$ cat src/rtl/carpark_gate_sched_if.sv
// Lane-side handshake bundle for the car park barrier scheduler.
// The master drives requests and pass strobes; the slave is the scheduler.
interface carpark_gate_sched_if #(
  parameter int CNT_W = 7
);
  logic             req_in;
  logic             req_out;
  logic             pass_in;
  logic             pass_out;
  logic             gate_open;
  logic             grant_in;
  logic             grant_out;
  logic             deny_in;
  logic             deny_out;
  logic             dir_out;
  logic             timeout;
  logic [CNT_W-1:0] count;
  logic             full;

  modport master (
    output req_in, req_out, pass_in, pass_out,
    input  gate_open, grant_in, grant_out, deny_in, deny_out,
           dir_out, timeout, count, full
  );

  modport slave (
    input  req_in, req_out, pass_in, pass_out,
    output gate_open, grant_in, grant_out, deny_in, deny_out,
           dir_out, timeout, count, full
  );
endinterface

$ cat src/rtl/carpark_gate_sched.sv
// Shared barrier gate scheduler: arbitrates entry/exit lanes, times the
// open/close phases and owns the authoritative occupancy count.
module carpark_gate_sched #(
  parameter int CAPACITY     = 99,
  parameter int CNT_W        = 7,
  parameter int OPEN_CYCLES  = 50000000,
  parameter int CLOSE_CYCLES = 25000000,
  parameter int TMR_W        = 26
) (
  input  logic                clk,
  input  logic                reset_n,
  carpark_gate_sched_if.slave bus
);
  typedef enum logic [1:0] {IDLE, OPEN_IN, OPEN_OUT, CLOSING} state_t;

  localparam logic [CNT_W-1:0] CAP_V      = CNT_W'(CAPACITY);
  localparam logic [TMR_W-1:0] OPEN_LAST  = TMR_W'(OPEN_CYCLES - 1);
  localparam logic [TMR_W-1:0] CLOSE_LAST = TMR_W'(CLOSE_CYCLES - 1);

  state_t           r_state;
  state_t           w_next_state;
  logic [TMR_W-1:0] r_timer;
  logic [CNT_W-1:0] r_count;
  logic             r_dir;
  logic             r_gate_open;
  logic             r_grant_in;
  logic             r_grant_out;

  logic w_full;
  logic w_empty;
  logic w_elig_in;
  logic w_elig_out;
  logic w_take_in;
  logic w_take_out;
  logic w_inc;
  logic w_dec;

  assign w_full     = (r_count == CAP_V);
  assign w_empty    = (r_count == '0);
  assign w_elig_in  = bus.req_in & ~w_full;
  assign w_elig_out = bus.req_out & ~w_empty;

  always_ff @(posedge clk or negedge reset_n) begin
    if (!reset_n) begin
      r_state     <= IDLE;
      r_timer     <= '0;
      r_count     <= '0;
      r_dir       <= 1'b1;
      r_gate_open <= 1'b0;
      r_grant_in  <= 1'b0;
      r_grant_out <= 1'b0;
    end else begin
      r_state     <= w_next_state;
      r_gate_open <= (w_next_state == OPEN_IN) || (w_next_state == OPEN_OUT);
      r_grant_in  <= w_take_in;
      r_grant_out <= w_take_out;
      if (w_take_in)
        r_dir <= 1'b0;
      else if (w_take_out)
        r_dir <= 1'b1;
      // Timer restarts at every phase boundary and rests at zero in IDLE.
      if ((w_next_state != r_state) || (r_state == IDLE))
        r_timer <= '0;
      else
        r_timer <= r_timer + 1'b1;
      if (w_inc && !w_full)
        r_count <= r_count + 1'b1;
      else if (w_dec && !w_empty)
        r_count <= r_count - 1'b1;
    end
  end

  always_comb begin
    w_next_state = r_state;
    w_take_in    = 1'b0;
    w_take_out   = 1'b0;
    w_inc        = 1'b0;
    w_dec        = 1'b0;
    case (r_state)
      IDLE: begin
        // On a tie the lane opposite to the last grant wins.
        if (w_elig_in && (!w_elig_out || r_dir)) begin
          w_take_in    = 1'b1;
          w_next_state = OPEN_IN;
        end else if (w_elig_out) begin
          w_take_out   = 1'b1;
          w_next_state = OPEN_OUT;
        end
      end
      OPEN_IN: begin
        if (bus.pass_in) begin
          w_inc        = 1'b1;
          w_next_state = CLOSING;
        end else if (r_timer == OPEN_LAST) begin
          w_next_state = CLOSING;
        end
      end
      OPEN_OUT: begin
        if (bus.pass_out) begin
          w_dec        = 1'b1;
          w_next_state = CLOSING;
        end else if (r_timer == OPEN_LAST) begin
          w_next_state = CLOSING;
        end
      end
      CLOSING: begin
        if (r_timer == CLOSE_LAST)
          w_next_state = IDLE;
      end
      default: w_next_state = IDLE;
    endcase
  end

  always_comb begin
    bus.gate_open = r_gate_open;
    bus.grant_in  = r_grant_in;
    bus.grant_out = r_grant_out;
    bus.dir_out   = r_dir;
    bus.count     = r_count;
    bus.full      = w_full;
    bus.deny_in   = (r_state == IDLE) & bus.req_in & w_full;
    bus.deny_out  = (r_state == IDLE) & bus.req_out & w_empty;
    bus.timeout   = 1'b0;
    if (r_state == OPEN_IN)
      bus.timeout = ~bus.pass_in & (r_timer == OPEN_LAST);
    else if (r_state == OPEN_OUT)
      bus.timeout = ~bus.pass_out & (r_timer == OPEN_LAST);
  end
endmodule

$ cat src/flat_wrapper.sv
// flat-port wrapper written by rule: the top's interface ports become plain ports
module carpark_gate_sched_flat 
#(
  parameter int CAPACITY     = 99,
  parameter int CNT_W        = 7,
  parameter int OPEN_CYCLES  = 50000000,
  parameter int CLOSE_CYCLES = 25000000,
  parameter int TMR_W        = 26
)
  (clk, reset_n, bus_req_in, bus_req_out, bus_pass_in, bus_pass_out, bus_gate_open, bus_grant_in, bus_grant_out, bus_deny_in, bus_deny_out, bus_dir_out, bus_timeout, bus_count, bus_full);
  carpark_gate_sched_if #(.CNT_W(CNT_W)) bus_i ();
  input  logic clk;
  input  logic reset_n;
  input wire logic [$bits(bus_i.req_in)-1:0] bus_req_in;
  input wire logic [$bits(bus_i.req_out)-1:0] bus_req_out;
  input wire logic [$bits(bus_i.pass_in)-1:0] bus_pass_in;
  input wire logic [$bits(bus_i.pass_out)-1:0] bus_pass_out;
  output wire logic [$bits(bus_i.gate_open)-1:0] bus_gate_open;
  output wire logic [$bits(bus_i.grant_in)-1:0] bus_grant_in;
  output wire logic [$bits(bus_i.grant_out)-1:0] bus_grant_out;
  output wire logic [$bits(bus_i.deny_in)-1:0] bus_deny_in;
  output wire logic [$bits(bus_i.deny_out)-1:0] bus_deny_out;
  output wire logic [$bits(bus_i.dir_out)-1:0] bus_dir_out;
  output wire logic [$bits(bus_i.timeout)-1:0] bus_timeout;
  output wire logic [$bits(bus_i.count)-1:0] bus_count;
  output wire logic [$bits(bus_i.full)-1:0] bus_full;
  assign bus_i.req_in = bus_req_in;
  assign bus_i.req_out = bus_req_out;
  assign bus_i.pass_in = bus_pass_in;
  assign bus_i.pass_out = bus_pass_out;
  assign bus_gate_open = bus_i.gate_open;
  assign bus_grant_in = bus_i.grant_in;
  assign bus_grant_out = bus_i.grant_out;
  assign bus_deny_in = bus_i.deny_in;
  assign bus_deny_out = bus_i.deny_out;
  assign bus_dir_out = bus_i.dir_out;
  assign bus_timeout = bus_i.timeout;
  assign bus_count = bus_i.count;
  assign bus_full = bus_i.full;
  carpark_gate_sched #(.CAPACITY(CAPACITY), .CNT_W(CNT_W), .OPEN_CYCLES(OPEN_CYCLES), .CLOSE_CYCLES(CLOSE_CYCLES), .TMR_W(TMR_W)) u_core (.clk(clk), .reset_n(reset_n), .bus(bus_i));
endmodule
$ cat config.mk
export PLATFORM = sky130hd
export DESIGN_NAME = carpark_gate_sched_flat
export DESIGN_NICKNAME = d
export VERILOG_FILES = /design/src/rtl/carpark_gate_sched_if.sv /design/src/rtl/carpark_gate_sched.sv /design/src/flat_wrapper.sv
export SDC_FILE = /design/constraint.sdc
export NUM_CORES = 1
export LEC_CHECK = 0
export ABC_CLOCK_PERIOD_IN_PS = 3100
export BUFFER_PORTS_ARGS = -buffer_cell sky130_fd_sc_hd__buf_2
export CAP_MARGIN = 20
export CORE_ASPECT_RATIO = 1.75
export CORE_MARGIN = 2
export CORE_UTILIZATION = 45
export DETAILED_ROUTE_END_ITERATION = 7
export GPL_TIMING_DRIVEN = 0
export PLACE_DENSITY = 0.62
export RECOVER_POWER = 25
export SLEW_MARGIN = 5
export SYNTH_ARGS = -nofsm -noshare
export SYNTH_HDL_FRONTEND = slang
export SYNTH_SLANG_ARGS = --single-unit
$ cat constraint.sdc
create_clock -name clk -period 3.1 [get_ports clk]
set_input_delay 0.31 -clock clk [delete_from_list [all_inputs] [get_ports clk]]
set_output_delay 0.31 -clock clk [all_outputs]
set_load 0.05 [all_outputs]
# ---- After elaboration in Yosys (flattened, before gate mapping)
# Index checks and enable logic that the tools add are counted.
dict set report totals {
  ramBits 0
  romBits 0
  elab_cells 67
  mem_count 0
  latchBits 0
  in_bits 6
  output_inout_bits 15
  regBits 39
}
dict set report op_classes {
  n_mul 0
  bitwise_logic 12
  mux 23
  order_cmp 0
  reduce_logical 13
  n_eq_ne 9
  n_shift 0
  n_addsub 3
  div 0
}
# op count
set ops {}
lappend ops {{$add A26 B1 Y26 const B} 1}
lappend ops {{$eq A26 B25 Y1 const B} 1}
lappend ops {{$eq A26 B26 Y1 const B} 1}
lappend ops {{$mux W26} 1}
lappend ops {{$mux W7} 2}
lappend ops {{$mux W1} 13}
lappend ops {{$mux W2} 6}
lappend ops {{$and A1 B1 Y1} 8}
lappend ops {{$pmux W2 S4} 1}
lappend ops {{$add A7 B1 Y7 const B} 1}
lappend ops {{$eq A7 B7 Y1 const B} 1}
lappend ops {{$logic_not A7 Y1} 1}
lappend ops {{$sub A7 B1 Y7 const B} 1}
lappend ops {{$eq A2 B2 Y1 const B} 3}
lappend ops {{$eq A2 B1 Y1 const B} 2}
lappend ops {{$not A1 Y1} 4}
lappend ops {{$reduce_bool A2 Y1} 2}
lappend ops {{$logic_and A1 B1 Y1} 3}
lappend ops {{$logic_not A1 Y1} 3}
lappend ops {{$logic_or A1 B1 Y1} 3}
lappend ops {{$logic_not A2 Y1} 1}
lappend ops {{$ne A2 B2 Y1} 1}

# ---- Logic depth before layout (Yosys ltp)
dict set report depth {
  ltp_word 11
  ltp_mapped 9
  depth_no_buf 9
}

# ---- Worst setup path after synthesis
# Ideal clock, no wire load.
dict set report synth_path {
  path_type {register to register}
  start {register u_core.r_count[4] (netlist: u_core.bus.count[4])}
  end {register u_core.r_count[6] (netlist: u_core.bus.count[6])}
  n_path_buf 0
  setup_time_ns 0.124
  path_stages_with_launch 10
  t_arrival_ns 3.494
  t_required_ns 2.976
  slack_ns -0.518
  period_less_slack_ns 3.618
  cell_sequence {dfrtp_1 or3_1 nor2_1 or2_2 ha_1 a211oi_1 o21bai_1 a21oi_1 mux2_2 a211o_1}
}
dict set report synth_via {
  elab_chain_cells 4
  elab_cells_between_ends 11
  cone_classes {add/sub (2); eq/ne (1); mux (2); reduce/logical (6)}
}
# element line_no
set synth_rtl {}
lappend synth_rtl {{start, declared} carpark_gate_sched.sv:23} ;# logic [CNT_W-1:0] r_count;
lappend synth_rtl {{start signal, assigned} carpark_gate_sched.sv:67} ;# r_count <= r_count + 1'b1;
lappend synth_rtl {{start signal, assigned} carpark_gate_sched.sv:69} ;# r_count <= r_count - 1'b1;
lappend synth_rtl {{$eq A7 B7 Y1 (*)} carpark_gate_sched.sv:38} ;# assign w_full = (r_count == CAP_V);
lappend synth_rtl {{net bus_full} flat_wrapper.sv:26} ;# output wire logic [$bits(bus_i.full)-1:0] bus_full;
lappend synth_rtl {{$logic_not A1 Y1 (*)} carpark_gate_sched.sv:66} ;# if (w_inc && !w_full)
lappend synth_rtl {{$logic_and A1 B1 Y1 (*)} carpark_gate_sched.sv:66}
lappend synth_rtl {{$mux W7 / $reduce_bool A2 Y1 (equally long branches)} -}
# The timed path passes the listed nets; every way through them passes the cells marked *. The select of a mux whose other input is x is not followed.
# A chain may end at the register's enable or synchronous reset.

# ---- Worst setup path after layout
dict set report layout_path {
  start {register u_core.r_count[4] (netlist: u_core.bus.count[4])}
  end {register u_core.r_count[6] (netlist: u_core.bus.count[6])}
}
dict set report layout_via {
  elab_chain_cells 4
  elab_cells_between_ends 11
  cone_classes {add/sub (2); eq/ne (1); mux (2); reduce/logical (6)}
}
# element
set layout_rtl {}
lappend layout_rtl {{branches (longest 4 deep; another with $sub A7 B1 Y7)}}
# Several ways; the timed one is not identified. The select of a mux whose other input is x is not followed.

==> summary.md <==
| Metric | Value |
|---|---|
| Share of the synthesized area in the top cell type | 42.3% |
| # setup viols final | 0 |
| CTS Buf Count | 5 |
| Ant. Diodes | 0 |
| TritonCTS sink count | 39 |
| DR WL/cell | roughly 15 um |
| Largest net degree at the start of global routing | 40 |
| Worst Setup Start Kind | register |
| CP max stage delay | 460 ps |
| Setup WS post-layout | 219 ps |
| Standard-cell rows | 34 |
| I/O Pins | 21 |
| Post-route ant nets | 0 |
| Drt total wl | 4.59 mm |
| Cells after Synth | 231 |
| Via count | between 1500 and 2000 |
| Critical Path RT | between 3000 and 4000 ps |
| Outcome | complete, but fails checks |
| Crit end category | register |
| Critical path arrival | roughly 3100 ps |
| Worst ir drop on vdd | 0.000763 V |
| TritonRoute pass-1 iters | 4 |
| Clk pin slew, worst setup/hold paths | 80 ps |
| List of most frequent post-synthesis cells | 45 x nor2_1, 38 x dfrtp_1, 19 x xnor2_1 |
| CP max stage cell | or3_1 |
| Gpl congestion | ~0.73 |
| Fin nets | roughly 270 |
| Async SR Flop Fraction | 100% |
| Top-count cell post-synth | nor2_1 |
| CTS tree | yes |
| Initial Util | 45.9% |
| Max cap viols | 1 |
| Clk_lat worst skew | 290 ps |
| Die X-Extent | 57.4 um |
| Actual slew at the worst max-slew pin | approximately 2100 ps |
| Gr usage total | 18.5% |
| Proportion of layout cells with a drive suffix above 1 | 22.4% |
| Die ar. | between 5000 and 6000 um2 |
| Max frequency | 347 MHz |
| Fin. max-slew vios | 40 |
| Multi-input logic area | 1220 um2 |
| Synth top area cells | dfrtp_1 42%, nor2_1 7.5%, xnor2_1 7.4% |
| Lkg Pwr | 1.10 nW |
| RSZ-0062 raised after global routing | no |
| CTS root buf | clkbuf_8 |
| CTS H-tree lvls | 2 |
| Chip height | 97.5 um |
| # port buffers | 20 |
| Leading area contributor after synthesis | dfrtp_1 |
| Mean post-synth cell area | 9.73 um2 |
| Total of warnings raised by yosys | 0 |
| Skew final | 6.60 ps |
| Post-DP HPWL | between 3 and 4 mm |
| HP Class | primary input to register |
| Pwr Density | 697 nW/um2 |
| Tcrit/Tclk final | 92.9% |
| Synthesis-to-layout area growth | 11.9% |
| Net count after synthesis | around 240 |
| Hold Vio Cnt, Final | 0 |
| Number of enable flip-flop cells after synthesis | 0 |
| Kind of critical path | register to register |
| FF+latch count, synth | 39 |
| Failing checks | max-capacitance violations, max-slew violations |
| Initial antenna violation count | 0 |
| Max Buffers Root-to-Sink | 2 |
| Setup TNS | 0 ps |
| Seq. cell area | 983 um2 |
| Relative slew slack | -38.4% |
| Gr ovfl total | 0 |
| Core area | 4890 um2 |
| Fin crit period | 2880 ps |
| Vias per cell | 5.53 |
| Post-synth cell types | 44 |
| Fill count | 472 |
| Crit-path cells | or3_1, nor2_4, or2_2, ha_1, a211oi_1, o21bai_1, a21oi_2, mux2_2, a211o_1 |
| Sequential element share of the synthesized area | between 40 and 50% |
| Global-route wire length before repair | about 8.2 mm |
| DP Worst Slack | 151 ps |
| Commonest register cell after synthesis | dfrtp_1 |
| Hold Worst Slack | 420 ps |
| DR iter-0 viols | 33 |
| Mapped cell area | 2250 um2 |
| Worst-path fanout max | 8 |
| Vias in the first global route | 1801 |
| Residual DRC | 0 |
-- metal layers --
layer	routed length (um)	up-vias	GRT usage [%]
met5	0	-	0
met4	90	0	7.16
met3	109	7	3.33
met2	2570	31	33.7
met1	1810	836	20.5
li1	-	858	-
-- registers in the layout (all words and copies together), names as in the netlist --
name	cells
u_core.bus.count	7
u_core.bus.dir_out	1
u_core.bus.gate_open	1
u_core.bus.grant_in	1
u_core.bus.grant_out	1
u_core.r_state	2
u_core.r_timer	26
-- worst max-delay path: cells and delay by family (launching register included) --
family          cells  cell delay [ps]
fa+ha+maj           1              320
simple gates        3              790
compound gates      4              860
mux                 1              350
flops               1              440
-- worst paths after layout --
kind	startpoint	end	slack [ps]	cells past startpoint
min in group asynchronous	reset_n	u_core.r_timer[2]	600	1
min	bus_pass_in	u_core.r_state[1]	420	5
max	u_core.bus.count[4]	u_core.bus.count[6]	220	9
max in group asynchronous	reset_n	u_core.bus.count[1]	1150	1
max reg2reg	u_core.bus.count[4]	u_core.bus.count[6]	220	9
min reg2reg	u_core.r_timer[0]	u_core.r_timer[0]	500	1
-- where the power goes --
part,switching [W],internal [W],total (W),leakage (nW)
Combinational,0.000405,0.000259,0.000664,0.552
Clock,0.000181,0.000154,0.000335,0.0477
Sequential,0.000145,0.000608,0.000753,0.499
Total,0.000731,0.00102,0.00175,1.10
-- cell families after synthesis --
group	count (synthesis)	share of synthesized area (%)
AND/OR/NAND/NOR	114	27.4
buffers and inverters	10	2.78
XOR/XNOR	29	11.3
AO/OA/AOI/OAI	26	7.79
multiplexers	6	3.01
flip-flops	39	43.5
adder cells (fa/ha/maj)	7	4.23
-- cells in the final DEF (no fill, tap or decap), types with 6 or more instances in the layout --
master / Yosys / layout
ha_1: 6 / 6
nand2_1: 14 / 14
xor2_1: 10 / 10
a21oi_1: 7 / 6
nor2_1: 45 / 44
mux2_2: 6 / 6
buf_2: 2 / 21
nand4_1: 9 / 9
dfrtp_1: 38 / 33
xnor2_1: 19 / 19
nand3_1: 6 / 6
-- metrics by stage --
| stage | cells | power, W | util [%] | area, um2 |
|---|---|---|---|---|
| after floorplan | 231 | 0.00126 | - | 2260 |
| after global placement | 305 | 0.00141 | 49.6 | 2430 |
| after detailed placement | 305 | 0.00143 | 49.6 | 2430 |
| after CTS | 313 | 0.00176 | 51.4 | 2510 |
| after global routing | 313 | 0.00188 | 51.4 | 2510 |
| final | 313 | 0.00175 | 51.4 | 2510 |
-- final cells by class --
type | instances | share of cell area, %
timing repair buffer | 20 | 3.93
buffer | 5 | 1.74
clock buffer | 5 | 2.74
tap | 54 | 2.69
clock inverter | 3 | 0.597
sequential | 39 | 39.1
inverter | 5 | 0.746
multi-input combinational | 182 | 48.5
-- timing repair --
action	CTS	global route
resized for setup	0	1
endpoints found under the setup margin	0	1
setup buffers	0	0
hold endpoints to repair	0	0
hold buffers	0	0
Note: power is estimated with default switching activity, not from simulation.
